`src/rtl/axi_lite_regbank_if.sv`:
```
// AXI4-Lite bus bundle for axi_lite_regbank: the five channels, with the
// signal names used on the register bank's bus port.
interface axi_lite_regbank_if #(
  parameter int ADDR_W = 6
);
  logic [ADDR_W-1:0] S_AXI_AWADDR;
  logic [2:0]        S_AXI_AWPROT;
  logic              S_AXI_AWVALID;
  logic              S_AXI_AWREADY;

  logic [31:0]       S_AXI_WDATA;
  logic [3:0]        S_AXI_WSTRB;
  logic              S_AXI_WVALID;
  logic              S_AXI_WREADY;

  logic [1:0]        S_AXI_BRESP;
  logic              S_AXI_BVALID;
  logic              S_AXI_BREADY;

  logic [ADDR_W-1:0] S_AXI_ARADDR;
  logic [2:0]        S_AXI_ARPROT;
  logic              S_AXI_ARVALID;
  logic              S_AXI_ARREADY;

  logic [31:0]       S_AXI_RDATA;
  logic [1:0]        S_AXI_RRESP;
  logic              S_AXI_RVALID;
  logic              S_AXI_RREADY;

  modport slave (
    input  S_AXI_AWADDR, S_AXI_AWPROT, S_AXI_AWVALID,
    output S_AXI_AWREADY,
    input  S_AXI_WDATA, S_AXI_WSTRB, S_AXI_WVALID,
    output S_AXI_WREADY,
    output S_AXI_BRESP, S_AXI_BVALID,
    input  S_AXI_BREADY,
    input  S_AXI_ARADDR, S_AXI_ARPROT, S_AXI_ARVALID,
    output S_AXI_ARREADY,
    output S_AXI_RDATA, S_AXI_RRESP, S_AXI_RVALID,
    input  S_AXI_RREADY
  );

  modport master (
    output S_AXI_AWADDR, S_AXI_AWPROT, S_AXI_AWVALID,
    input  S_AXI_AWREADY,
    output S_AXI_WDATA, S_AXI_WSTRB, S_AXI_WVALID,
    input  S_AXI_WREADY,
    input  S_AXI_BRESP, S_AXI_BVALID,
    output S_AXI_BREADY,
    output S_AXI_ARADDR, S_AXI_ARPROT, S_AXI_ARVALID,
    input  S_AXI_ARREADY,
    input  S_AXI_RDATA, S_AXI_RRESP, S_AXI_RVALID,
    output S_AXI_RREADY
  );
endinterface

```
`src/rtl/axi_lite_regbank.sv`:
```
// AXI4-Lite register bank: NREGS x 32-bit software registers with per-register
// write/read strobes. Define REGBANK_SLVERR_EN to answer out-of-range accesses with SLVERR.
module axi_lite_regbank #(
  parameter int                   NREGS   = 16,
  parameter int                   ADDR_W  = 6,
  parameter logic [NREGS-1:0]     RO_MASK = '0,
  parameter logic [NREGS*32-1:0]  RST_VAL = '0
) (
  input  logic                    S_AXI_ACLK,
  input  logic                    S_AXI_ARESETN,
  axi_lite_regbank_if.slave       s_axi,
  output logic [NREGS*32-1:0]     slv_reg,
  input  logic [NREGS*32-1:0]     slv_read,
  output logic [NREGS-1:0]        wr_pulse,
  output logic [NREGS-1:0]        rd_pulse
);

  localparam int               IDX_W     = ADDR_W - 2;
  localparam logic [IDX_W:0]   NREGS_CMP = (IDX_W + 1)'(NREGS);
  localparam logic [1:0]       RESP_OKAY = 2'b00;
`ifdef REGBANK_SLVERR_EN
  localparam logic [1:0]       RESP_OOR  = 2'b10;
`else
  localparam logic [1:0]       RESP_OOR  = 2'b00;
`endif

  // r_active holds the ready outputs low until the first edge after reset release.
  logic                  r_active;
  logic                  r_aw_full;
  logic [IDX_W-1:0]      r_aw_idx;
  logic                  r_w_full;
  logic [31:0]           r_w_data;
  logic [3:0]            r_w_strb;
  logic                  r_bvalid;
  logic [1:0]            r_bresp;
  logic                  r_rvalid;
  logic [31:0]           r_rdata;
  logic [1:0]            r_rresp;
  logic [NREGS*32-1:0]   r_slv;
  logic [NREGS-1:0]      r_wr_pulse;
  logic [NREGS-1:0]      r_rd_pulse;

  logic                  w_awready;
  logic                  w_wready;
  logic                  w_arready;
  logic                  w_aw_hs;
  logic                  w_w_hs;
  logic                  w_ar_hs;
  logic                  w_commit;
  logic [IDX_W-1:0]      w_ar_idx;
  logic                  w_aw_in_range;
  logic                  w_ar_in_range;
  logic [NREGS-1:0]      w_wr_hit;
  logic [NREGS-1:0]      w_rd_hit;
  logic [NREGS-1:0]      w_wr_en;
  logic [31:0]           w_rd_word;
  logic                  w_unused;

  assign w_awready = r_active && !r_aw_full;
  assign w_wready  = r_active && !r_w_full;
  assign w_arready = r_active && (!r_rvalid || s_axi.S_AXI_RREADY);

  assign w_aw_hs   = s_axi.S_AXI_AWVALID && w_awready;
  assign w_w_hs    = s_axi.S_AXI_WVALID  && w_wready;
  assign w_ar_hs   = s_axi.S_AXI_ARVALID && w_arready;
  // A pending response blocks the next commit so BVALID never has to queue.
  assign w_commit  = r_aw_full && r_w_full && !r_bvalid;

  assign w_ar_idx      = s_axi.S_AXI_ARADDR[ADDR_W-1:2];
  assign w_aw_in_range = ({1'b0, r_aw_idx} < NREGS_CMP);
  assign w_ar_in_range = ({1'b0, w_ar_idx} < NREGS_CMP);

  generate
    for (genvar gi = 0; gi < NREGS; gi++) begin : g_decode
      assign w_wr_hit[gi] = (r_aw_idx == IDX_W'(gi));
      assign w_rd_hit[gi] = (w_ar_idx == IDX_W'(gi));
      assign w_wr_en[gi]  = w_commit && w_wr_hit[gi] && !RO_MASK[gi];
    end
  endgenerate

  // Out-of-range indices match no register, so the mux yields zero for them.
  always_comb begin
    w_rd_word = '0;
    for (int i = 0; i < NREGS; i++) begin
      if (w_ar_idx == IDX_W'(i)) begin
        w_rd_word = slv_read[i*32 +: 32];
      end
    end
  end

  always_ff @(posedge S_AXI_ACLK or negedge S_AXI_ARESETN) begin
    if (!S_AXI_ARESETN) begin
      r_active <= 1'b0;
    end else begin
      r_active <= 1'b1;
    end
  end

  always_ff @(posedge S_AXI_ACLK or negedge S_AXI_ARESETN) begin
    if (!S_AXI_ARESETN) begin
      r_aw_full <= 1'b0;
      r_aw_idx  <= '0;
      r_w_full  <= 1'b0;
      r_w_data  <= '0;
      r_w_strb  <= '0;
    end else begin
      if (w_aw_hs) begin
        r_aw_full <= 1'b1;
        r_aw_idx  <= s_axi.S_AXI_AWADDR[ADDR_W-1:2];
      end else if (w_commit) begin
        r_aw_full <= 1'b0;
      end
      if (w_w_hs) begin
        r_w_full <= 1'b1;
        r_w_data <= s_axi.S_AXI_WDATA;
        r_w_strb <= s_axi.S_AXI_WSTRB;
      end else if (w_commit) begin
        r_w_full <= 1'b0;
      end
    end
  end

  always_ff @(posedge S_AXI_ACLK or negedge S_AXI_ARESETN) begin
    if (!S_AXI_ARESETN) begin
      r_bvalid   <= 1'b0;
      r_bresp    <= RESP_OKAY;
      r_wr_pulse <= '0;
    end else begin
      r_wr_pulse <= w_commit ? w_wr_hit : '0;
      if (w_commit) begin
        r_bvalid <= 1'b1;
        r_bresp  <= w_aw_in_range ? RESP_OKAY : RESP_OOR;
      end else if (s_axi.S_AXI_BREADY) begin
        r_bvalid <= 1'b0;
      end
    end
  end

  always_ff @(posedge S_AXI_ACLK or negedge S_AXI_ARESETN) begin
    if (!S_AXI_ARESETN) begin
      r_slv <= RST_VAL;
    end else begin
      for (int i = 0; i < NREGS; i++) begin
        for (int b = 0; b < 4; b++) begin
          if (w_wr_en[i] && r_w_strb[b]) begin
            r_slv[i*32 + b*8 +: 8] <= r_w_data[b*8 +: 8];
          end
        end
      end
    end
  end

  always_ff @(posedge S_AXI_ACLK or negedge S_AXI_ARESETN) begin
    if (!S_AXI_ARESETN) begin
      r_rvalid   <= 1'b0;
      r_rdata    <= '0;
      r_rresp    <= RESP_OKAY;
      r_rd_pulse <= '0;
    end else begin
      r_rd_pulse <= w_ar_hs ? w_rd_hit : '0;
      if (w_ar_hs) begin
        r_rvalid <= 1'b1;
        r_rdata  <= w_rd_word;
        r_rresp  <= w_ar_in_range ? RESP_OKAY : RESP_OOR;
      end else if (s_axi.S_AXI_RREADY) begin
        r_rvalid <= 1'b0;
      end
    end
  end

  assign s_axi.S_AXI_AWREADY = w_awready;
  assign s_axi.S_AXI_WREADY  = w_wready;
  assign s_axi.S_AXI_BVALID  = r_bvalid;
  assign s_axi.S_AXI_BRESP   = r_bresp;
  assign s_axi.S_AXI_ARREADY = w_arready;
  assign s_axi.S_AXI_RVALID  = r_rvalid;
  assign s_axi.S_AXI_RDATA   = r_rdata;
  assign s_axi.S_AXI_RRESP   = r_rresp;

  assign slv_reg  = r_slv;
  assign wr_pulse = r_wr_pulse;
  assign rd_pulse = r_rd_pulse;

  // Protection bits and byte offsets carry no meaning for a word register bank.
  assign w_unused = ^{s_axi.S_AXI_AWPROT, s_axi.S_AXI_ARPROT,
                      s_axi.S_AXI_AWADDR[1:0], s_axi.S_AXI_ARADDR[1:0]};

endmodule

```
`src/flat_wrapper.sv`:
```
// flat-port wrapper written by rule: the top's interface ports become plain ports
module axi_lite_regbank_flat 
#(
  parameter int                   NREGS   = 16,
  parameter int                   ADDR_W  = 6,
  parameter logic [NREGS-1:0]     RO_MASK = '0,
  parameter logic [NREGS*32-1:0]  RST_VAL = '0
)
  (S_AXI_ACLK, S_AXI_ARESETN, slv_reg, slv_read, wr_pulse, rd_pulse, s_axi_S_AXI_AWADDR, s_axi_S_AXI_AWPROT, s_axi_S_AXI_AWVALID, s_axi_S_AXI_AWREADY, s_axi_S_AXI_WDATA, s_axi_S_AXI_WSTRB, s_axi_S_AXI_WVALID, s_axi_S_AXI_WREADY, s_axi_S_AXI_BRESP, s_axi_S_AXI_BVALID, s_axi_S_AXI_BREADY, s_axi_S_AXI_ARADDR, s_axi_S_AXI_ARPROT, s_axi_S_AXI_ARVALID, s_axi_S_AXI_ARREADY, s_axi_S_AXI_RDATA, s_axi_S_AXI_RRESP, s_axi_S_AXI_RVALID, s_axi_S_AXI_RREADY);
  axi_lite_regbank_if #(.ADDR_W(ADDR_W)) s_axi_i ();
  input  logic S_AXI_ACLK;
  input  logic S_AXI_ARESETN;
  output logic [NREGS*32-1:0] slv_reg;
  input  logic [NREGS*32-1:0] slv_read;
  output logic [NREGS-1:0] wr_pulse;
  output logic [NREGS-1:0] rd_pulse;
  input wire logic [$bits(s_axi_i.S_AXI_AWADDR)-1:0] s_axi_S_AXI_AWADDR;
  input wire logic [$bits(s_axi_i.S_AXI_AWPROT)-1:0] s_axi_S_AXI_AWPROT;
  input wire logic [$bits(s_axi_i.S_AXI_AWVALID)-1:0] s_axi_S_AXI_AWVALID;
  output wire logic [$bits(s_axi_i.S_AXI_AWREADY)-1:0] s_axi_S_AXI_AWREADY;
  input wire logic [$bits(s_axi_i.S_AXI_WDATA)-1:0] s_axi_S_AXI_WDATA;
  input wire logic [$bits(s_axi_i.S_AXI_WSTRB)-1:0] s_axi_S_AXI_WSTRB;
  input wire logic [$bits(s_axi_i.S_AXI_WVALID)-1:0] s_axi_S_AXI_WVALID;
  output wire logic [$bits(s_axi_i.S_AXI_WREADY)-1:0] s_axi_S_AXI_WREADY;
  output wire logic [$bits(s_axi_i.S_AXI_BRESP)-1:0] s_axi_S_AXI_BRESP;
  output wire logic [$bits(s_axi_i.S_AXI_BVALID)-1:0] s_axi_S_AXI_BVALID;
  input wire logic [$bits(s_axi_i.S_AXI_BREADY)-1:0] s_axi_S_AXI_BREADY;
  input wire logic [$bits(s_axi_i.S_AXI_ARADDR)-1:0] s_axi_S_AXI_ARADDR;
  input wire logic [$bits(s_axi_i.S_AXI_ARPROT)-1:0] s_axi_S_AXI_ARPROT;
  input wire logic [$bits(s_axi_i.S_AXI_ARVALID)-1:0] s_axi_S_AXI_ARVALID;
  output wire logic [$bits(s_axi_i.S_AXI_ARREADY)-1:0] s_axi_S_AXI_ARREADY;
  output wire logic [$bits(s_axi_i.S_AXI_RDATA)-1:0] s_axi_S_AXI_RDATA;
  output wire logic [$bits(s_axi_i.S_AXI_RRESP)-1:0] s_axi_S_AXI_RRESP;
  output wire logic [$bits(s_axi_i.S_AXI_RVALID)-1:0] s_axi_S_AXI_RVALID;
  input wire logic [$bits(s_axi_i.S_AXI_RREADY)-1:0] s_axi_S_AXI_RREADY;
  assign s_axi_i.S_AXI_AWADDR = s_axi_S_AXI_AWADDR;
  assign s_axi_i.S_AXI_AWPROT = s_axi_S_AXI_AWPROT;
  assign s_axi_i.S_AXI_AWVALID = s_axi_S_AXI_AWVALID;
  assign s_axi_S_AXI_AWREADY = s_axi_i.S_AXI_AWREADY;
  assign s_axi_i.S_AXI_WDATA = s_axi_S_AXI_WDATA;
  assign s_axi_i.S_AXI_WSTRB = s_axi_S_AXI_WSTRB;
  assign s_axi_i.S_AXI_WVALID = s_axi_S_AXI_WVALID;
  assign s_axi_S_AXI_WREADY = s_axi_i.S_AXI_WREADY;
  assign s_axi_S_AXI_BRESP = s_axi_i.S_AXI_BRESP;
  assign s_axi_S_AXI_BVALID = s_axi_i.S_AXI_BVALID;
  assign s_axi_i.S_AXI_BREADY = s_axi_S_AXI_BREADY;
  assign s_axi_i.S_AXI_ARADDR = s_axi_S_AXI_ARADDR;
  assign s_axi_i.S_AXI_ARPROT = s_axi_S_AXI_ARPROT;
  assign s_axi_i.S_AXI_ARVALID = s_axi_S_AXI_ARVALID;
  assign s_axi_S_AXI_ARREADY = s_axi_i.S_AXI_ARREADY;
  assign s_axi_S_AXI_RDATA = s_axi_i.S_AXI_RDATA;
  assign s_axi_S_AXI_RRESP = s_axi_i.S_AXI_RRESP;
  assign s_axi_S_AXI_RVALID = s_axi_i.S_AXI_RVALID;
  assign s_axi_i.S_AXI_RREADY = s_axi_S_AXI_RREADY;
  axi_lite_regbank #(.NREGS(NREGS), .ADDR_W(ADDR_W), .RO_MASK(RO_MASK), .RST_VAL(RST_VAL)) u_core (.S_AXI_ACLK(S_AXI_ACLK), .S_AXI_ARESETN(S_AXI_ARESETN), .s_axi(s_axi_i), .slv_reg(slv_reg), .slv_read(slv_read), .wr_pulse(wr_pulse), .rd_pulse(rd_pulse));
endmodule
```
`config.mk`:
```
export PLATFORM = sky130hd
export DESIGN_NAME = axi_lite_regbank_flat
export DESIGN_NICKNAME = d
export VERILOG_FILES = /design/src/rtl/axi_lite_regbank_if.sv /design/src/rtl/axi_lite_regbank.sv /design/src/flat_wrapper.sv
export SDC_FILE = /design/constraint.sdc
export NUM_CORES = 1
export LEC_CHECK = 0
export BUFFER_PORTS_ARGS = -buffer_cell sky130_fd_sc_hd__buf_2
export CAP_MARGIN = 20
export CORE_AREA = 2 2 453 455
export DETAILED_ROUTE_END_ITERATION = 8
export DIE_AREA = 0 0 455 457
export GPL_TIMING_DRIVEN = 0
export PLACE_DENSITY_LB_ADDON = 0.2
export SYNTH_ARGS = -nofsm -noshare
export SYNTH_HDL_FRONTEND = slang
export SYNTH_SLANG_ARGS = --single-unit
```
`constraint.sdc`:
```
create_clock -name S_AXI_ACLK -period 2.35 [get_ports S_AXI_ACLK]
set_input_delay 0.3525 -clock S_AXI_ACLK [delete_from_list [all_inputs] [get_ports S_AXI_ACLK]]
set_output_delay 0.3525 -clock S_AXI_ACLK [all_outputs]
set_load 0.1 [all_outputs]
```
Yosys cells after proc, flatten, opt, wreduce, memory -nomap -nowiden
Index checks and enable logic that the tools add are counted. Widths: inputs -> output; s select.

Flip-flop bits (word level): 621. Bits in latches: 0. Memory bits (writable): 0. ROM bits: 0. Output and inout port bits: 585. Logic and storage cells: 229. Memories kept: 0.

$add $sub $neg: 0. Multipliers: 0. Div/mod/pow operators: 0. $lt $le $gt $ge: 0. Eq/ne operators: 30. Shift-type cells: 0. Muxes and demuxes: 25. Bitwise operators: 0. Reductions and logical operators: 99.

Operator list (count): $mux 32 (16); $logic_and 1x1->1 (88); $eq 4x4->1 const B (16); $eq 4x3->1 const B (8); $mux 16 (2); $eq 4x2->1 const B (4); $eq 4x1->1 const B (2); $logic_not 4->1 (2); $reduce_bool 2->1 (4); $mux 1 (7); $logic_not 1->1 (4); $logic_or 1x1->1 (1).

Logic depth before layout (Yosys ltp)
Word-level depth: 17. Gate-level depth with buffers: 11. Mapped depth without buffers: 6.

Worst setup path before layout
No wires, ideal clock.

Path kind: reg2reg. From: register u_core.r_w_full. To: register u_core.r_w_data[10]. Library setup time: 125 ps. Arrival time: 2926 ps. Path slack: -700 ps. Stages on the path, launching flop included: 5. Path buffers: 1. Period minus slack after synthesis: 3050 ps. Cells stage by stage: dfrtp_1 nor2b_1 nand2_1 clkbuf_1 mux2_2.

Word-level cells in the longest chain between the ends: 3.

RTL lines: start: declaration (RTL line axi_lite_regbank.sv:31) `logic r_w_full;`; start signal: assignment (RTL line axi_lite_regbank.sv:103) `r_w_full <= 1'b0;`; start signal: assignment (RTL line axi_lite_regbank.sv:114) `r_w_full <= 1'b1;`; start signal: assignment (RTL line axi_lite_regbank.sv:118) `r_w_full <= 1'b0;`; $logic_not 1->1 (RTL line axi_lite_regbank.sv:60) `assign w_wready = r_active && !r_w_full;`; $logic_and 1x1->1 (RTL line axi_lite_regbank.sv:60); named net s_axi_S_AXI_WREADY (RTL line flat_wrapper.sv:24) `output wire logic [$bits(s_axi_i.S_AXI_WREADY)-1:0] s_axi_S_AXI_WREADY;`; $logic_and 1x1->1 (RTL line axi_lite_regbank.sv:64) `assign w_w_hs = s_axi.S_AXI_WVALID && w_wready;`; end signal: assignment (RTL line axi_lite_regbank.sv:115) `r_w_data <= s_axi.S_AXI_WDATA;`; end: declaration (RTL line axi_lite_regbank.sv:32) `logic [31:0] r_w_data;`.

The timed path passes the listed nets, and every way through them passes these cells. A chain may end at the register's enable or synchronous reset.

Worst setup path after layout
From: input port s_axi_S_AXI_ARADDR[3]. To: register u_core.r_rdata[22], in the netlist u_core.s_axi.S_AXI_RDATA[22].

Word-level cells in the longest chain between the ends: 17. Elaborated cells on any way between the ends: 32. Classes of those cells: 15 x eq/ne; 16 x mux; 1 x reduce/logical.

RTL lines: start: declaration (RTL line flat_wrapper.sv:28) `input wire logic [$bits(s_axi_i.S_AXI_ARADDR)-1:0] s_axi_S_AXI_ARADDR;`; $logic_not 4->1 (RTL line axi_lite_regbank.sv:85) `if (w_ar_idx == IDX_W'(i)) begin`; $mux 32 (15 in a row) (RTL line axi_lite_regbank.sv:85); $mux 32 * (RTL line axi_lite_regbank.sv:85); end signal: assignment (RTL line axi_lite_regbank.sv:163) `r_rdata <= w_rd_word;`; end: declaration (RTL line axi_lite_regbank.sv:37) `logic [31:0] r_rdata;`.

Mark *: on every way between the ends. The rest lies on a longest branch, timed or not.

==> impl_metrics.py <==
metrics = {
    "place": {
        "dp_cells": 6061,
        "dp_hpwl_microns": 166000,
        "port_buffers": 1142,
        "place.gp.congestion": 0.993,
    },
    "floorplan": {
        "rows": 166,
        "die_w_microns": 455,
        "top_level_ports": 1158,
        "initial_core_util_pct": 14.1,
        "core_sq_um": 203000,
        "die_y_microns": 457,
        "dieArea_sq_um": 208000,
    },
    "layout": {
        "regArea_sq_um": 15500,
        "n_fill_cell": 22400,
        "stdcell_count": 6320,
        "nets": 4113,
        "syn_to_final_growth_pct": 47.4,
        "multiInputGateArea_sq_um": 12500,
        "layout-drive-gt1-share_pct": 57.9,
        "largest_reg_flops": 512,
    },
    "timing": {
        "rsz0062_at_grt": "true",
        "min_period_over_period_pct": 108,
        "worstMarginPinSlew_ns": 1.29,
        "slew_headroom_pct": 13.9,
        "finalHoldViolations": 0,
        "skew_ns": 0.0468,
        "fmax_mhz": 393,
        "timing.final.crit_period_ns": 2.54,
        "setup_viol": 10,
        "slew_viol_final": 0,
        "setup_ws_ns": -0.194,
    },
    "worst_setup_path": {
        "r2r_slack_ns": 0.07,
        "slowest_delay_ns": 0.74,
        "cp_common_cell": "o21ai_0",
        "startpoint_type": "primary input",
        "rr_endpoint": "u_core.slv_reg[158]",
        "cp_slowest_cell": "clkbuf_1",
        "endpoint_kind": "register",
        "crit_path_cell_trace": "buf_2 > buf_4 > nand2b_1 > clkbuf_1 > o21ai_0 > a32oi_1 > o21ai_0 > a21oi_1",
        "crit_required_ns": 2.98,
        "worst-path-max-fanout": 10,
        "critPathKind": "in2reg",
        "worstRegToRegCells": 7,
        "r2r_start": "u_core.r_aw_idx[2]",
        "crit_arrival_ns": 3.17,
    },
    "yosys": {
        "synth_cell_type_count": 70,
        "syn_area_sq_um": 28600,
        "synth_top_area_share_pct": 54.2,
        "ys_top_cells_by_area": "dfrtp_1, mux2_2, mux4_2, mux2i_1, a21oi_1",
        "yosys_warnings": 0,
        "synth_edf_count": 0,
        "synthCells": 2214,
        "ys_seq_elements": 621,
        "yosys-top-cells-count": "dfrtp_1, mux2_2, a21oi_1",
        "synth.most_common_cell": "dfrtp_1",
        "ys_seq_area_share_pct": 54.2,
        "async_flop_share_pct": 100,
        "avgSynthCellArea_sq_um": 12.9,
        "synth_area_leader_cell": "dfrtp_1",
        "synth-main-ff-cell": "dfrtp_1",
    },
    "clocking": {
        "cts_tree": "yes",
        "clockBufferDepth": 3,
        "clock_latency_ns": 0.71,
        "cts_buffers": 82,
        "htreeDepth": 3,
        "cts_root_buffer": "clkbuf_16",
        "clk_pin_slew_worst_paths_ns": 0.06,
        "clock_sinks": 621,
    },
    "grt": {
        "antenna_found_initial": 78,
        "grt_max_degree": 111,
        "grt_pass1_vias": 26900,
        "grt_use_met2_pct": 27.7,
        "grt-ovfl-total": 0,
        "grt_util_met3_pct": 5.89,
        "gr-usage-all-layers_pct": 18.8,
        "grt_pass1_wl_microns": 264000,
        "met1_usage_pct": 26.1,
        "grt-busiest-layer": "met2",
    },
    "hold_path": {
        "worstHoldStart": "slv_read[450]",
        "min_to": "u_core.s_axi.S_AXI_RDATA[2]",
        "hold_class": "in2reg",
        "whs_path_depth": 3,
    },
    "pwr": {
        "totalPowerFinal_mw": 60.0,
        "leakagePower_nw": 21.0,
        "internal-power_mw": 26.4,
        "sequentialPowerShare_pct": 26.0,
        "p_clk_share_pct": 21.8,
        "peakVddDrop_mv": 0.840,
        "pwr-share-comb_pct": 52.2,
        "swShare_pct": 56.0,
        "power_switching_mw": 33.6,
        "powerDensity_nw_per_um2": 1420,
    },
    "route": {
        "wl_microns": 202000,
        "post_drt_via_cell_ratio": 4.22,
        "dr.pass1.iters": 6,
        "wl_per_cell_microns": 32.0,
        "num_vias": 26600,
        "drtIter0Drc": 2660,
        "drc": 0,
        "ant_nets": 0,
    },
    "run_status": {
        "violations": "negative setup slack",
        "status": "complete, but fails checks",
    },
    "run": {
        "maxCapViolCount": 0,
    },
}
==> power groups by stage <==
stage | clock network [mW] | registers [mW] | logic, mW
finish | 13.1 | 15.6 | 31.3
CTS | 13.7 | 15.7 | 31.5
global route | 14.0 | 16.1 | 32.3
floorplan | 0 | 33.1 | 5.03
detailed placement | 0 | 15.8 | 31.2
global placement | 0 | 15.7 | 31.0
==> placed cells by master (no fill, tap or decap), types with 10 or more instances in the layout <==
cell type,instances
buf_2,1179
dfrtp_1,619
mux2_2,581
a21oi_1,103
o21ai_0,100
nor2_1,86
clkbuf_16,83
nand2_1,81
clkbuf_1,81
dlygate4sd3_1,76
mux2i_1,56
nor2_4,34
diode_2,30
buf_4,30
o22ai_1,30
mux4_2,26
nor3_1,26
o221ai_1,24
a22oi_1,20
nand3_4,19
a31oi_1,19
clkbuf_2,17
o211ai_1,17
nand3_1,14
a21o_1,14
clkbuf_8,14
nand2b_1,13
a211oi_1,12
a221oi_1,11
o21ai_1,10
buf_16,10
==> logic make-up after synthesis <==
group	after synthesis	share of synthesized area [%]
other	2	0.0262
muxes	664	26.9
DFF	621	54.2
buffers and inverters	172	3.03
AOI/OAI and AO/OA	423	9.47
and+or+nand+nor	332	6.35
==> per-stage QoR <==
step / hold WS (ns) / instance area [sq um] / utilization (%) / setup WS (ns) / TNS (ns)
floorplan: 0.0569 / 28700 / - / 0.00395 / 0
global placement: 0.473 / 37800 / 18.6 / -15.39 / -8817.55
detailed placement: 0.256 / 38100 / 18.7 / -0.926 / -84.04
CTS: 0.00184 / 41900 / 20.6 / -0.0849 / -1.59
global route: 0.0621 / 42200 / 20.7 / -0.0543 / -0.477
finish: 0.0856 / 42200 / 20.8 / -0.194 / -0.799
==> cell type report <==
cell class                      instances  area share (%)
Antenna cell                           30           0.178
Tap cell                             2688            7.96
Inverter                                9          0.0800
Multi-Input combinational cell       1424            29.7
Clock buffer                          116            5.54
Timing Repair Buffer                 1241            16.6
Buffer                                161            2.07
Clock inverter                         30            1.04
Sequential cell                       621            36.8
==> worst max-delay path: cells and delay by family <==
kind            cells  cell delay [ns]
buf+inv             3             1.16
simple gates        1             0.34
compound gates      4             1.29
==> timing repair <==
action / CTS / global route
gates cloned: 0 / 0
setup endpoints to repair: 309 / 205
endpoints found under the hold margin: 365 / 0
buffers inserted: 3 / 6
resized for setup: 50 / 37
pin swaps: 2 / 9
hold buffers: 76 / 0
==> routing by layer <==
metal	routed length [microns]	share of wire, %
met5	61	0.030
met4	6610	3.3
met3	18300	9.1
met2	85300	42
met1	92000	45
==> worst max-delay path by stage <==
stage | slack (ns) | startpoint | cells after the start | endpoint
6_report | -0.19 | s_axi_S_AXI_ARADDR[3] | 8 | u_core.s_axi.S_AXI_RDATA[22]
5_1_grt | -0.05 | u_core.s_axi.S_AXI_BVALID | 6 | u_core.slv_reg[88]
4_1_cts | -0.08 | u_core.s_axi.S_AXI_BVALID | 6 | u_core.slv_reg[221]
3_5_place_dp | -0.93 | s_axi_S_AXI_ARADDR[2] | 9 | u_core.s_axi.S_AXI_RDATA[29]
3_3_place_gp | -15.39 | S_AXI_ARESETN | 1 | u_core.s_axi.S_AXI_RVALID
2_1_floorplan | 0.004 | u_core.s_axi.S_AXI_BVALID | 7 | u_core.slv_reg[112]
Power figures use the tool's default switching activity.
